$ cat src/rtl/mclk_pause_ctrl.sv
// Pause/resume/single-step controller producing the registered mclk_pause level for the mclk gate.
// Optional enabled-cycle counter (cnt_clr / mclk_cycles) is built when MCLK_CYCLE_CNT_EN is defined.
module mclk_pause_ctrl #(
  parameter int STEP_W       = 16,
  parameter bit RESET_PAUSED = 1'b1
`ifdef MCLK_CYCLE_CNT_EN
  ,
  parameter int CNT_W        = 32
`endif
) (
  input  logic              sclk,
  input  logic              rst_n,
  input  logic              pause_req,
  input  logic              resume_req,
  input  logic              step_req,
  input  logic [STEP_W-1:0] step_n,
  input  logic              hold,
`ifdef MCLK_CYCLE_CNT_EN
  input  logic              cnt_clr,
  output logic [CNT_W-1:0]  mclk_cycles,
`endif
  output logic              mclk_pause,
  output logic              paused,
  output logic              busy,
  output logic [STEP_W-1:0] steps_left
);

  typedef enum logic [1:0] {
    S_RUN    = 2'd0,
    S_PAUSED = 2'd1,
    S_STEP   = 2'd2
  } state_t;

  localparam state_t RESET_STATE = RESET_PAUSED ? S_PAUSED : S_RUN;

  state_t            state;
  state_t            next_state;
  logic [STEP_W-1:0] next_left;

  // Requests are single-cycle pulses; priority is pause > step > resume.
  always_comb begin
    next_state = state;
    next_left  = steps_left;
    case (state)
      S_RUN: begin
        if (pause_req) begin
          next_state = S_PAUSED;
        end
      end
      S_PAUSED: begin
        if (pause_req) begin
          next_state = S_PAUSED;
        end else if (step_req && (step_n != '0)) begin
          next_state = S_STEP;
          next_left  = step_n;
        end else if (resume_req) begin
          next_state = S_RUN;
        end
      end
      S_STEP: begin
        if (pause_req) begin
          next_state = S_PAUSED;
          next_left  = '0;
        end else if (resume_req) begin
          next_state = S_RUN;
          next_left  = '0;
        end else if (!mclk_pause) begin
          // Only enabled cycles consume step budget; hold freezes the count.
          if (steps_left == STEP_W'(1)) begin
            next_state = S_PAUSED;
            next_left  = '0;
          end else begin
            next_left = steps_left - STEP_W'(1);
          end
        end
      end
      default: begin
        next_state = S_PAUSED;
        next_left  = '0;
      end
    endcase
  end

  always_ff @(posedge sclk or negedge rst_n) begin
    if (!rst_n) begin
      state      <= RESET_STATE;
      steps_left <= '0;
      mclk_pause <= RESET_PAUSED;
      paused     <= RESET_PAUSED;
      busy       <= 1'b0;
    end else begin
      state      <= next_state;
      steps_left <= next_left;
      mclk_pause <= hold | (next_state == S_PAUSED);
      paused     <= (next_state == S_PAUSED);
      busy       <= (next_state == S_STEP);
    end
  end

`ifdef MCLK_CYCLE_CNT_EN
  // Counts enabled mclk cycles, wrapping naturally; clear beats increment.
  always_ff @(posedge sclk or negedge rst_n) begin
    if (!rst_n) begin
      mclk_cycles <= '0;
    end else if (cnt_clr) begin
      mclk_cycles <= '0;
    end else if (!mclk_pause) begin
      mclk_cycles <= mclk_cycles + CNT_W'(1);
    end
  end
`endif

endmodule

$ cat config.mk
export PLATFORM = sky130hd
export DESIGN_NAME = mclk_pause_ctrl
export DESIGN_NICKNAME = d
export VERILOG_FILES = /design/src/rtl/mclk_pause_ctrl.sv
export SDC_FILE = /design/constraint.sdc
export NUM_CORES = 1
export LEC_CHECK = 0
export CORE_UTILIZATION = 51
export DETAILED_ROUTE_END_ITERATION = 6
export HOLD_SLACK_MARGIN = 0.06
export PLACE_DENSITY_LB_ADDON = 0.12
export SETUP_SLACK_MARGIN = 0.02
export SYNTH_ARGS = -nofsm -noshare
export SYNTH_HDL_FRONTEND = slang
export SYNTH_SLANG_ARGS = --single-unit
$ cat constraint.sdc
create_clock -name sclk -period 6.3 [get_ports sclk]
set_input_delay 0.63 -clock sclk [delete_from_list [all_inputs] [get_ports sclk]]
set_output_delay 0.63 -clock sclk [all_outputs]
set_load 0.02 [all_outputs]
=== Word-level counts from Yosys, hierarchy flattened ===
Cells that the tools add are included.

* Register bits: 21
* Bits of input ports: 22
* Output and inout port bits: 19
* Logic and storage cells: 36

* Add/sub/neg operators: 1
* Eq/ne operators: 8
* Multiplexer cells: 16
* Bitwise operators: 2
* Reduce and logical (&&, ||, !) cells: 4

{| class="wikitable"
|+ Operators by type and width
! operator !! number
|-
| $mux W16 || 6
|-
| $pmux W16 S3 || 1
|-
| $eq A16 B1 Y1 const B || 1
|-
| $mux W2 || 8
|-
| $reduce_bool A16 Y1 || 1
|-
| $sub A16 B1 Y16 const B || 1
|-
| $pmux W2 S3 || 1
|-
| $eq A2 B1 Y1 const B || 2
|-
| $eq A2 B2 Y1 const B || 2
|-
| $ne A2 B2 Y1 const B || 2
|-
| $ne A4 B4 Y1 const B || 1
|-
| $reduce_and A4 Y1 || 1
|-
| $logic_not A2 Y1 || 1
|-
| $logic_and A1 B1 Y1 || 1
|-
| $not A1 Y1 || 1
|-
| $or A1 B1 Y1 || 1
|}

=== Logic depth before layout (Yosys ltp) ===
* Depth in word-level cells: 8
* Gate-level depth with buffers: 8
* Mapped depth without buffers: 7

=== Worst setup path before layout ===
OpenSTA, ideal clock, no wires.

* Path kind: reg-to-reg
* Start: reg steps_left[7]
* End: reg steps_left[15]
* Setup time: 138 ps
* Arrival time: 1956 ps
* Required time: 6162 ps
* Slack: 4206 ps
* Stages on the path, launching flop included: 7
* Buffers on the path: 1
* Period minus slack after synthesis: 2094 ps
* Cells stage by stage: dfrtp_1 -> or4_4 -> nor4_4 -> nor2_2 -> buf_6 -> a32oi_2 -> o22ai_1

* Cells in the longest elaborated chain, start to end: 6
* Elaborated cells on any way between the ends: 7
* Classes of those cells: 1 x add/sub; 1 x eq/ne; 5 x mux

{| class="wikitable"
|+ Ends and longest elaborated chain
! item !! RTL line !! source
|-
| start: declaration || 25 || <nowiki>output logic [STEP_W-1:0] steps_left</nowiki>
|-
| start signal: assignment || 93 || <nowiki>steps_left <= next_left;</nowiki>
|-
| $sub A16 B1 Y16 / $eq A16 B1 Y1 (equally long branches) || 73, 69 ||
|-
| $mux W16 * || 69 || <nowiki>if (steps_left == STEP_W'(1)) begin</nowiki>
|-
| $mux W16 * || 67 || <nowiki>end else if (!mclk_pause) begin</nowiki>
|-
| $mux W16 * || 64 || <nowiki>end else if (resume_req) begin</nowiki>
|-
| $mux W16 * || 61 || <nowiki>if (pause_req) begin</nowiki>
|-
| $pmux W16 S3 * || 44 || <nowiki>case (state)</nowiki>
|}

Every way passes the cells marked *; elsewhere a longest branch is shown, timed or not. The select of a mux whose other input is x is not followed.
A chain may end at the register's enable or synchronous reset.

=== Final worst setup path ===
* Start: reg state[1]
* End: reg steps_left[10]

* Cells in the longest elaborated chain, start to end: 3
* Elaborated cells on any way between the ends: 9
* Classes of those cells: 5 x eq/ne; 1 x mux; 1 x bitwise; 2 x reduce/logical

{| class="wikitable"
|+ Ends and longest elaborated chain
! item !! RTL line !! source
|-
| start: declaration || 36 || <nowiki>state_t state;</nowiki>
|-
| start signal: assignment || 92 || <nowiki>state <= next_state;</nowiki>
|-
| $eq A2 B2 Y1, or another cell as far along || 44 ||
|-
| $ne A4 B4 Y1 (no source line), or another cell as far along || - ||
|-
| $reduce_and A4 Y1 (no source line) || - ||
|}

Several ways; a longest one is shown, not always the timed one.

==> results.cfg <==
[setup_path]
crit_required_ns = 6.51
reg2reg_slack_ns = 3.67
critPathLaunch = state[1]
crit_path_start_kind = flip-flop
worstSetupPathType = flip-flop to flip-flop
worst_r2r_endpoint = steps_left[10]
endpoint_kind = flip-flop
cp-endpoint = steps_left[10]
cp.arrival_ns = 2.85
worstReg2RegStart = state[1]
path_max_fanout = 22
reg2reg_depth = 6

[pwr]
leakage_nw = 0.7329
pwr-share-seq = 0.265
cellPowerDensity_mw_per_mm2 = 543.6
power.net_switching_uw = 528.1
clkPwrFrac = 0.064
p_sw_frac = 0.5105
ir_drop_mv = 0.4859
p_int_uw = 506.3
p_comb_frac = 0.671

[clock_network]
clkTransAtPathRegs_ns = 0.12
post_cts_resized = 0
hold_buffers = 0
postCtsSetupBuffers = 0
clockBufferDepth = 2
cts_made_buffers = 3
root_buffer = clkbuf_4
cts_max_level = 1
worstSkewPairLatency_ns = 0.30
cts_tree = yes
cts_sinks = 21

[yosys]
seq_area_frac_synth = 0.3603
yosys-top-cells-count = 18 x dfrtp_1, 16 x inv_1, 13 x o21ai_0
ys_seq_elements = 21
synthTopCellsByArea = dfrtp_1 31%, dfstp_2 5.4%, ha_1 5.1%
async_flop_share = 1.000
yosys.area.top_type_share = 0.3066
synth_cell_types = 43
synthesis.area_sq_mm = 0.001469
synth_cells = 165
postSynthNetCount = 193
syn_area_per_cell_sq_um = 8.902
synth.most_common_cell = dfrtp_1
ys_warn_count = 0
synth_edf_count = 0
yosys.area.top_type = dfrtp_1
synth-main-ff-cell = dfrtp_1

[route]
drtPass1Iterations = 4
drt.antenna.violating_nets = 0
drt_iter0_drc = 85
vias = 1518
via_per_inst = 6.487
post-route-drc-count = 0
wl_um = 4348
wl_per_cell_um = 18.58

[floorplan]
row_count = 19
die_x_um = 55.67
core_sq_mm = 0.002734
die_height_um = 55.67
die_area_sq_mm = 0.003099
num_io_pins = 41
floorplan.initialDensity = 0.5373

[run]
maxCapViolCount = 0

[run_status]
status = complete, no violations

[worst_hold_path]
hp-class = flip-flop to flip-flop
min_from = steps_left[6]

[final_layout]
layout-drive-gt1-share = 0.07882
nets = 232
n_antenna_cell = 0
synthToLayoutAreaGrowth_pct = 29.56
fillers = 232

[global_routing]
overflow = 0
grt_pass1_vias = 1537
antenna_found_initial = 0
grt_max_degree = 23
grt_first_pass_wirelength_um = 7141
grt_usage = 0.2916

[timing]
slew_headroom = 0.3270
final_max_slew_viol_count = 0
worst_pin_slew_ns = 1.006
fin_crit_sh = 0.4180
layout_min_cycle_time_ns = 2.633
clock.fmax_mhz = 379.7
setup_viol = 0
hold_viol_final = 0
setup_ws_ns = 3.667
finalSetupTns_ns = 0
rsz0062_at_grt = no
skew_ns = 0.004168

[place]
gp_congestion = 0.9178
place_ws_ns = 3.422
io_buffers = 40
dpl.hpwl_um = 3236
-- per-layer routing --
layer	GRT usage	wire (um)	part of all wire	up-vias
met5	0	0	0	-
met2	0.4768	2144	0.49	74
li1	-	-	-	705
met1	0.3814	1858	0.43	727
met4	0.1250	100	0.023	0
met3	0.04884	245	0.056	12
-- registers in the layout (all words and copies together) (netlist names) --
name        flops
paused          1
mclk_pause      1
state           2
busy            1
steps_left     16
-- worst max-delay path, cell delays in order, from the launching register on --
cell and delay, ns:
dfrtp_1 0.45, inv_1 0.09, ha_1 0.47, a221oi_1 0.44
o21a_1 0.40, nand2_1 0.40, o22ai_1 0.30
-- power groups by stage --
| stage | combinational (mW) | sequential [mW] | clock (mW) |
|---|---|---|---|
| after floorplan | 0.413 | 0.319 | 0 |
| after global placement | 0.670 | 0.272 | 0 |
| after detailed placement | 0.683 | 0.275 | 0 |
| after CTS | 0.685 | 0.272 | 0.0676 |
| after global routing | 0.753 | 0.282 | 0.0725 |
| final | 0.695 | 0.274 | 0.0657 |
-- cell usage in the layout (no fill, tap or decap), drive strengths merged, types with 2 or more instances in the layout --
cell	count
clkdlybuf4s50	40
a31oi	5
a32oi	5
nor2	10
or3	3
nor4b	2
nand2	11
dfrtp	18
or4	3
nand2b	2
ha	6
nand3	2
o21ai	13
clkbuf	4
nor3	11
a22oi	6
o2bb2ai	8
nor4	10
inv	16
o22ai	6
a21oi	5
dfstp	3
-- worst min-delay path by stage --
stage | to | slack (ns) | depth (start not counted)
6_report | steps_left[6] | 0.56 | 1
5_1_grt | steps_left[6] | 0.60 | 1
4_1_cts | steps_left[6] | 0.56 | 1
3_5_place_dp | steps_left[6] | 0.53 | 1
3_3_place_gp | steps_left[6] | 0.53 | 1
2_1_floorplan | busy | 0.33 | 0
-- per-stage QoR --
step / instances / hold slack, ns / power, mW / cell area, sq um / utilization
3_5_place_dp: 230 / 0.5311 / 0.9586 / 1877 / 0.6865
5_1_grt: 234 / 0.6017 / 1.107 / 1903 / 0.6961
6_report: 234 / 0.5618 / 1.034 / 1903 / 0.6961
3_3_place_gp: 230 / 0.5310 / 0.9416 / 1877 / 0.6865
4_1_cts: 234 / 0.5618 / 1.025 / 1903 / 0.6961
2_1_floorplan: 165 / 0.3344 / 0.7325 / 1469 / -
-- kinds of logic (layout without fill, tap and decap cells) --
kind of cell,count (synthesis),in the layout,share of synthesized area
AOI/OAI and AO/OA,56,56,0.2726
adders and majority gates,6,6,0.05111
DFF,21,21,0.3603
xor gates and xnor gates,1,1,0.005964
and+or+nand+nor,59,59,0.2479
buffers and inverters,22,60,0.06218
-- cell type report --
| type | count | area, sq um | share of cell area |
|---|---|---|---|
| Inverter | 16 | 60.06 | 0.03156 |
| Multi-Input combinational cell | 122 | 848.3 | 0.4458 |
| Timing Repair Buffer | 40 | 400.4 | 0.2104 |
| Clock buffer | 4 | 26.28 | 0.01381 |
| Sequential cell | 21 | 529.3 | 0.2781 |
| Tap cell | 31 | 38.79 | 0.02038 |
No activity file was read; power rests on OpenSTA's default activity.
